==> config.mk <==
export PLATFORM = sky130hd
export DESIGN_NAME = alu_arbiter
export DESIGN_NICKNAME = d
export VERILOG_FILES = /design/src/rtl/alu_arbiter_pkg.sv /design/src/rtl/alu_arbiter_rr_arb2.sv /design/src/rtl/alu_arbiter.sv
export SDC_FILE = /design/constraint.sdc
export NUM_CORES = 1
export LEC_CHECK = 0
export BUFFER_PORTS_ARGS = -buffer_cell sky130_fd_sc_hd__buf_2
export CAP_MARGIN = 15
export CORE_AREA = 2 2 116 118
export CTS_BUF_LIST = sky130_fd_sc_hd__clkbuf_16
export CTS_CLUSTER_DIAMETER = 150
export CTS_CLUSTER_SIZE = 30
export DETAILED_ROUTE_END_ITERATION = 6
export DIE_AREA = 0 0 118 120
export PLACE_DENSITY = 0.82
export SLEW_MARGIN = 20
export SYNTH_ARGS = -nofsm -noshare
export SYNTH_HDL_FRONTEND = slang
export SYNTH_SLANG_ARGS = --single-unit
==> constraint.sdc <==
create_clock -name clk -period 5.76 [get_ports clk]
set_clock_uncertainty 0.15 [all_clocks]
set_input_delay 0.288 -clock clk [delete_from_list [all_inputs] [get_ports clk]]
set_output_delay 0.288 -clock clk [all_outputs]
set_load 0.01 [all_outputs]
==> src/rtl/alu_arbiter_pkg.sv <==
// Shared definitions for the two-requester ALU arbiter: ALUOp codes, FSM states,
// request payload and op classification helpers.
package alu_arbiter_pkg;

  localparam int unsigned XLEN           = 32;
  localparam int unsigned OPW            = 5;
  localparam int unsigned SHW            = 5;
  localparam int unsigned CNTW           = 4;
  localparam int unsigned MULDIV_LAT_DEF = 4;

  // ALUOp codes shared with the ALU; anything above ALUOp_BNE is undefined
  localparam logic [OPW-1:0] ALUOp_ADD  = 5'h00;
  localparam logic [OPW-1:0] ALUOp_SUB  = 5'h01;
  localparam logic [OPW-1:0] ALUOp_AND  = 5'h02;
  localparam logic [OPW-1:0] ALUOp_OR   = 5'h03;
  localparam logic [OPW-1:0] ALUOp_XOR  = 5'h04;
  localparam logic [OPW-1:0] ALUOp_SLL  = 5'h05;
  localparam logic [OPW-1:0] ALUOp_SRL  = 5'h06;
  localparam logic [OPW-1:0] ALUOp_SRA  = 5'h07;
  localparam logic [OPW-1:0] ALUOp_SLT  = 5'h08;
  localparam logic [OPW-1:0] ALUOp_SLTU = 5'h09;
  localparam logic [OPW-1:0] ALUOp_MUL  = 5'h0A;
  localparam logic [OPW-1:0] ALUOp_DIV  = 5'h0B;
  localparam logic [OPW-1:0] ALUOp_BEQ  = 5'h0C;
  localparam logic [OPW-1:0] ALUOp_BNE  = 5'h0D;

  typedef enum logic [1:0] {
    ST_IDLE = 2'd0,
    ST_EXEC = 2'd1,
    ST_RESP = 2'd2
  } arb_state_e;

  typedef struct packed {
    logic [OPW-1:0]  op;
    logic [XLEN-1:0] a;
    logic [XLEN-1:0] b;
    logic [SHW-1:0]  shamt;
  } alu_req_t;

  function automatic logic op_defined(input logic [OPW-1:0] op);
    return op <= ALUOp_BNE;
  endfunction

  function automatic logic op_muldiv(input logic [OPW-1:0] op);
    return (op == ALUOp_MUL) || (op == ALUOp_DIV);
  endfunction

endpackage

==> src/rtl/alu_arbiter_rr_arb2.sv <==
// Two-way round-robin grant: on contention the requester not granted last wins.
module rr_arb2 (
  input  logic [1:0] req,
  input  logic       last,
  output logic [1:0] gnt
);

  always_comb begin
    gnt = 2'b00;
    case (req)
      2'b01:   gnt = 2'b01;
      2'b10:   gnt = 2'b10;
      2'b11:   gnt = last ? 2'b01 : 2'b10;
      default: gnt = 2'b00;
    endcase
  end

endmodule

==> src/rtl/alu_arbiter.sv <==
// Arbitrates two requesters onto one external ALU, holding each op in registers
// for its execution latency and presenting a registered response handshake.
module alu_arbiter
  import alu_arbiter_pkg::*;
#(
  parameter int unsigned MULDIV_LAT = MULDIV_LAT_DEF
) (
  input  logic            clk,
  input  logic            rst_n,
  input  logic [1:0]      req_valid,
  output logic [1:0]      req_ready,
  input  logic [2*OPW-1:0]  req_op,
  input  logic [2*XLEN-1:0] req_a,
  input  logic [2*XLEN-1:0] req_b,
  input  logic [2*SHW-1:0]  req_shamt,
  output logic            rsp_valid,
  input  logic            rsp_ready,
  output logic            rsp_id,
  output logic [XLEN-1:0] rsp_res,
  output logic            rsp_zero,
  output logic            rsp_err,
  output logic [XLEN-1:0] alu_in1,
  output logic [XLEN-1:0] alu_in2,
  output logic [SHW-1:0]  alu_shamt,
  output logic [OPW-1:0]  alu_op,
  input  logic [XLEN-1:0] alu_res,
  input  logic            alu_zero
);

  arb_state_e      state_q, state_d;
  logic            last_q, last_d;
  logic [CNTW-1:0] cnt_q, cnt_d;
  alu_req_t        opreg_q, opreg_d;
  logic            rsp_valid_q, rsp_valid_d;
  logic            rsp_id_q, rsp_id_d;
  logic [XLEN-1:0] rsp_res_q, rsp_res_d;
  logic            rsp_zero_q, rsp_zero_d;
  logic            rsp_err_q, rsp_err_d;

  logic [1:0]      gnt;
  logic            win_id;
  logic            accept;
  alu_req_t        win_req;

  rr_arb2 u_rr (
    .req  (req_valid),
    .last (last_q),
    .gnt  (gnt)
  );

  assign win_id = gnt[1];

  // Payload of the grant winner, selected from the flattened request buses
  always_comb begin
    if (win_id) begin
      win_req.op    = req_op[2*OPW-1:OPW];
      win_req.a     = req_a[2*XLEN-1:XLEN];
      win_req.b     = req_b[2*XLEN-1:XLEN];
      win_req.shamt = req_shamt[2*SHW-1:SHW];
    end else begin
      win_req.op    = req_op[OPW-1:0];
      win_req.a     = req_a[XLEN-1:0];
      win_req.b     = req_b[XLEN-1:0];
      win_req.shamt = req_shamt[SHW-1:0];
    end
  end

  // Grants are only offered in IDLE and never while reset is asserted
  assign req_ready = (state_q == ST_IDLE && rst_n) ? gnt : 2'b00;
  assign accept    = |(req_valid & req_ready);

  always_comb begin
    state_d     = state_q;
    last_d      = last_q;
    cnt_d       = cnt_q;
    opreg_d     = opreg_q;
    rsp_valid_d = rsp_valid_q;
    rsp_id_d    = rsp_id_q;
    rsp_res_d   = rsp_res_q;
    rsp_zero_d  = rsp_zero_q;
    rsp_err_d   = rsp_err_q;

    case (state_q)
      ST_IDLE: begin
        if (accept) begin
          last_d   = win_id;
          opreg_d  = win_req;
          rsp_id_d = win_id;
          if (!op_defined(win_req.op) ||
              (win_req.op == ALUOp_DIV && win_req.b == '0)) begin
            // Rejected ops skip the ALU and answer on the next cycle
            state_d     = ST_RESP;
            cnt_d       = '0;
            rsp_valid_d = 1'b1;
            rsp_res_d   = '0;
            rsp_zero_d  = 1'b1;
            rsp_err_d   = 1'b1;
          end else begin
            state_d = ST_EXEC;
            cnt_d   = op_muldiv(win_req.op) ? CNTW'(MULDIV_LAT - 1) : '0;
          end
        end
      end
      ST_EXEC: begin
        if (cnt_q == '0) begin
          state_d     = ST_RESP;
          rsp_valid_d = 1'b1;
          rsp_res_d   = alu_res;
          rsp_zero_d  = alu_zero;
          rsp_err_d   = 1'b0;
        end else begin
          cnt_d = cnt_q - CNTW'(1);
        end
      end
      ST_RESP: begin
        if (rsp_ready) begin
          state_d     = ST_IDLE;
          rsp_valid_d = 1'b0;
        end
      end
      default: begin
        state_d     = ST_IDLE;
        rsp_valid_d = 1'b0;
      end
    endcase
  end

  always_ff @(posedge clk) begin
    if (!rst_n) begin
      state_q     <= ST_IDLE;
      last_q      <= 1'b1;
      cnt_q       <= '0;
      opreg_q     <= '0;
      rsp_valid_q <= 1'b0;
      rsp_id_q    <= 1'b0;
      rsp_res_q   <= '0;
      rsp_zero_q  <= 1'b0;
      rsp_err_q   <= 1'b0;
    end else begin
      state_q     <= state_d;
      last_q      <= last_d;
      cnt_q       <= cnt_d;
      opreg_q     <= opreg_d;
      rsp_valid_q <= rsp_valid_d;
      rsp_id_q    <= rsp_id_d;
      rsp_res_q   <= rsp_res_d;
      rsp_zero_q  <= rsp_zero_d;
      rsp_err_q   <= rsp_err_d;
    end
  end

  assign rsp_valid = rsp_valid_q;
  assign rsp_id    = rsp_id_q;
  assign rsp_res   = rsp_res_q;
  assign rsp_zero  = rsp_zero_q;
  assign rsp_err   = rsp_err_q;

  assign alu_in1   = opreg_q.a;
  assign alu_in2   = opreg_q.b;
  assign alu_shamt = opreg_q.shamt;
  assign alu_op    = opreg_q.op;

endmodule

; Word-level counts from Yosys, hierarchy flattened
; Index checks and enable logic that the tools add are counted.
[totals]
register_bits = 117
output_inout_bits = 112
[classes]
n_bitwise = 1
muxes = 27
n_lt_le_gt_ge = 1
addsub = 1
reduce_logical = 15
n_eq_ne = 12
[ops]
columns = operator, n
row1 = $mux W32, 3
row2 = $mux W74, 1
row3 = $pmux W32 S2, 1
row4 = $logic_not A32 Y1, 1
row5 = $mux W2, 8
row6 = $pmux W2 S3, 2
row7 = $eq A5 B4 Y1 const B, 2
row8 = $mux W4, 2
row9 = $ne A2 B2 Y1 const B, 4
row10 = $pmux W4 S2, 1
row11 = $reduce_and A4 Y1, 2
row12 = $eq A2 B2 Y1 const B, 3
row13 = $mux W1, 6
row14 = $reduce_and A3 Y1, 2
row15 = $le A5 B4 Y1 const B, 1
row16 = $eq A2 B1 Y1 const B, 2
row17 = $logic_not A4 Y1, 1
row18 = $pmux W1 S2, 2
row19 = $sub A4 B1 Y4 const B, 1
row20 = $pmux W1 S3, 1
row21 = $and A2 B2 Y2, 1
row22 = $logic_and A1 B1 Y1, 2
row23 = $logic_not A2 Y1, 1
row24 = $logic_or A1 B1 Y1, 2
row25 = 5 further kinds, 5

; Logic depth before layout (Yosys ltp)
[depth]
word_depth = 9
depth_mapped = 8

; Hierarchy
; A second synthesis with hierarchy kept.
[hier_totals]
cells_unflattened = 573
area_unflattened_um2 = 5402.7
[by_module_without_submodules]
columns = module, instances, area_per_inst_um2, cells_per_inst, seq_area_each_um2
row1 = alu_arbiter, 1, 5383.9, 570, 2342.2
row2 = rr_arb2, 1, 18.8, 3, 0.0

; Worst setup path after synthesis
; Ideal clock, no wire load.
[synth_timing]
path_type = register -> register
start = register cnt_q[0]
end = register rsp_res_q[1] (netlist: rsp_res[1])
synth_period_minus_slack_ps = 1853
required_time_ps = 5492
stages_incl_launch_ff = 9
setup_slack_ps = 3907
path_buffers = 1
arrival_ps = 1585
path_cell_list = dfxtp_1 -> inv_1 -> ha_1 -> nor3b_1 -> a22oi_1 -> or2_1 -> buf_2 -> o21ai_1 -> a21boi_1
[synth_via]
elab_chain_cells = 3
[synth_rtl]
columns = element, line
row1 = "start, declared", alu_arbiter.sv:32  ; logic [CNTW-1:0] cnt_q, cnt_d;
row2 = "start signal, assigned", alu_arbiter.sv:142  ; cnt_q <= cnt_d;
row3 = $logic_not A4 Y1, alu_arbiter.sv:105  ; if (cnt_q == '0) begin
row4 = $ne A2 B2 Y1 (no line), n/a
row5 = $reduce_and A4 Y1 (no line), n/a
row6 = "end signal, assigned", alu_arbiter.sv:146  ; rsp_res_q <= rsp_res_d;
row7 = "end, declared", alu_arbiter.sv:36  ; logic [XLEN-1:0] rsp_res_q, rsp_res_d;
; Every way passes these cells.
; A chain may end at the register's enable or synchronous reset.

; Worst setup path in the final report
[layout_timing]
start = register last_q
end = register rsp_zero_q (netlist: rsp_zero)
[layout_via]
elab_chain_cells = 8
word_cells_on_any_way = 15
classes_between = order compare (1) / eq/ne (3) / mux (4) / bitwise (1) / reduce/logical (6)
[layout_rtl]
columns = element, line
row1 = "start, declared", alu_arbiter.sv:31  ; logic last_q, last_d;
row2 = "start signal, assigned", alu_arbiter.sv:141  ; last_q <= last_d;
row3 = $mux W2 (*), alu_arbiter_rr_arb2.sv:13  ; 2'b11: gnt = last ? 2'b01 : 2'b10;
row4 = $pmux W2 S3 (*), alu_arbiter_rr_arb2.sv:10  ; case (req)
row5 = $mux W74, alu_arbiter.sv:55  ; if (win_id) begin
row6 = "$le A5 B4 Y1, or another cell as far along", alu_arbiter_pkg.sv:41  ; return op <= ALUOp_BNE;
row7 = $logic_not A1 Y1 / $logic_and A1 B1 Y1 (equally long branches), "alu_arbiter.sv:89, alu_arbiter.sv:90"
row8 = $logic_or A1 B1 Y1, alu_arbiter.sv:89  ; if (!op_defined(win_req.op) ||
row9 = $ne A2 B1 Y1 (no line), n/a
row10 = $reduce_and A4 Y1 (no line) (*), n/a
row11 = "end signal, assigned", alu_arbiter.sv:147  ; rsp_zero_q <= rsp_zero_d;
row12 = "end, declared", alu_arbiter.sv:37  ; logic rsp_zero_q, rsp_zero_d;
; Every way passes the cells marked *; elsewhere a longest branch is shown, timed or not.

==> metrics.md <==
| Metric | Value |
|---|---|
| Clk_lat worst skew | 0.41 ns |
| Top FF cell, synth | dfxtp_1 |
| Clk root buf | clkbuf_16 |
| Sequential Power Share | 0.371 |
| Cts repair resizes | 0 |
| Area grow syn2layout | 44.8% |
| Final nets | roughly 1.1k |
| Worst-margin pin slew | 1.01 ns |
| Crit-path cells | a21bo_2, buf_4, mux2i_1, a21oi_4, nor2_1, o221a_1 |
| DRT Pass-1 Iters | 5 |
| # setup viols final | 0 |
| DR vias/cell | about 5.3 |
| H-tree depth | 4 |
| DRC | 0 |
| Setup_tns | 0 ns |
| Fraction of layout cells with a size suffix above 1 | 0.354 |
| YS warnings | 0 |
| Die Wd | 118 µm |
| Most frequent cells in the layout | 296 x buf_2, 189 x nand2_1, 117 x dfxtp_1 |
| WP data arrival | 3.43 ns |
| Starting Density | 0.413 |
| Antenna fix cells | 0 |
| Crit path time final | 3.28 ns |
| Syn Area/Cell | just over 8 µm² |
| Relative slew slack | 0.329 |
| Delay-heaviest family, CP | compound AO/OA/AOI/OAI gates |
| CP startpoint kind | register |
| CP max FO | 52 |
| Die area | 14200 µm² |
| Crit path kind | reg -> reg |
| CTS Sinks | 117 |
| Routed wire per std cell | 15.6 µm |
| Post-DP HPWL | 12.1 mm |
| Critical Path RT | 5.91 ns |
| Cell taking the most area after synthesis | dfxtp_1 |
| Port Buffers | 297 |
| Slowest-stage cell, CP | a21oi_4 |
| Pwr/cell area | 334 nW/µm² |
| CTS Buffer Depth | 2 |
| Yosys cell types | 39 |
| Row count | 42 |
| Lkg Pwr | 4.29 nW |
| Sw Share | 0.295 |
| Int Pwr | 1.83 mW |
| Initial antenna violation count | 0 |
| #FFs+latches synth | approximately 120 |
| Unrepaired setup endpoints after global routing | false |
| Largest net degree at the start of global routing | about 110 |
| CTS clk-pin slew, worst paths | 0.05 ns |
| Clock group share of total power | 0.400 |
| CORE AREA | about 13000 µm² |
| Sequential area share after synthesis | 0.437 |
| Post-placement cell area | about 6900 µm² |
| Worst Setup End Kind | register |
| Worst min-delay path class | in -> reg |
| Post-synth EDFFs | 0 |
| Final RePlAce weighted congestion | roughly 0.93 |
| Vias | 5973 |
| Met3 Resource Use GR | 0.0813 |
| Cts bufs inserted | 17 |
| First-pass GRT wire length | between 20 and 30 mm |
| Final wirelength | 17.7 mm |
| CP max stage delay | 0.76 ns |
| Routed Antenna Nets | 0 |
| Cell area after technology mapping | between 5000 and 6000 µm² |
| Final Hold Violating Endpoints | 0 |
| Leading cell type in the layout, fill and taps excluded | buf_2 |
| Synth async-reset ratio | 0 |
| Post-Syn Nets | 839 |
| Status | complete, no violations |
| Mapped Cells | 651 |
| Top Usage Layer GRT | met2 |
| I/O pin count | ~300 |
| Gr ovfl total | 0 |
| Sw Pwr | about 0.76 mW |
| Design Area, Final | 7760 µm² |
| Global router's overall resource usage | 0.249 |
| CTS tree | built |
| Max-slew violations | 0 |
| Top cell type's share of synthesized area | 0.437 |
| CP Buf/Inv Count | 1 |
| Logic pwr share | 0.229 |
| Met2 global-route usage | 0.423 |
| Die Ht | ~120 µm |
| Max frequency | 0.305 GHz |
| Vias in the first global route | 5631 |
| GR Util met1 | 0.290 |
| Period utilization | 0.569 |
| DR iter-0 viols | 383 |
| Top cells by area, synth | dfxtp_1 44%, o211a_1 14%, nand2_1 13% |
| MaxCap Viol Count | 0 |
| Peak VDD IR | 185 µV |
area by class of cell:
class | instances | area, µm²
fill | 1145 | 5220
multi-input combinational | 473 | 2770
sequential | 117 | 2340
timing repair buffer | 333 | 1840
clock buffer | 17 | 425
tap | 176 | 220
clock inverter | 14 | 146
inverter | 4 | 15.0
worst register-to-register path, delay by kind of cell (launching register included):
| family | cells | cell delay (ns) |
|---|---|---|
| simple gates | 1 | 0.22 |
| mux | 1 | 0.24 |
| buf+inv | 1 | 0.57 |
| flops | 1 | 0.40 |
| compound gates | 3 | 1.58 |
Yosys cell counts, drive strengths merged, types with 2 or more instances:
cell type and instances:
nand2 189, dfxtp 117, nand3 75, o211a 75
o21ai 37, clkbuf 36, a21boi 33, buf 21
nor4 12, nand4 8, nor2 6, inv 4
mux2i 3, nor3 3, nor3b 3, nor4b 3
o21a 3, a21oi 2, a22oi 2, a31oi 2
and3 2, and3b 2, ha 2, xor2 2
cell families after synthesis:
kind of cell    count (synthesis)  share of synthesized area
mux                             3                    0.00794
compound gates                158                      0.242
buf+inv                        61                     0.0493
simple gates                  308                      0.256
flops                         117                      0.437
fa+ha+maj                       2                    0.00467
xor+xnor                        2                    0.00327
state kept, by name, summed over array words and instances, names as in the netlist:
signal     flops
alu_in1       32
alu_in2       32
rsp_res       32
alu_op         5
alu_shamt      5
cnt_q          4
state_q        2
last_q         1
rsp_err        1
rsp_id         1
rsp_valid      1
rsp_zero       1
per-layer routing:
| metal | up-vias | part of all wire |
|---|---|---|
| li1 | 2888 | - |
| met1 | 2799 | 0.41 |
| met2 | 250 | 0.49 |
| met3 | 36 | 0.075 |
| met4 | 0 | 0.027 |
| met5 | - | 0 |
stage by stage:
stage	total power [mW]	std cells	worst slack, ns	util	hold slack [ns]
6_report	2.59	1134	2.48	0.598	0.0248
5_1_grt	2.73	1134	2.13	0.598	0.0170
4_1_cts	2.61	1134	2.41	0.598	0.00653
3_5_place_dp	1.55	1071	2.36	0.529	0.318
3_3_place_gp	1.55	1071	2.40	0.529	0.309
2_1_floorplan	1.32	651	3.91	-	0.273
timing repair:
item                      in CTS  in global routing
buffers inserted               0                  0
hold endpoints to repair      32                  0
hold buffers                  32                  0
power by group through the flow:
stage                     Combinational [mW]  Clock [mW]  Sequential, mW
final                                  0.594        1.04           0.963
after floorplan                        0.306           0            1.02
after global routing                   0.657        1.10           0.975
after global placement                 0.572           0           0.974
after CTS                              0.596        1.05           0.962
after detailed placement               0.577           0           0.977
worst paths after layout:
kind               start           to  slack, ns  cells past startpoint
max               last_q     rsp_zero       2.48                      6
min             alu_zero     rsp_zero       0.02                      2
max reg2reg       last_q     rsp_zero       2.48                      6
min reg2reg  rsp_res[11]  rsp_res[11]       0.33                      2
(Power assumes the default switching activity.)
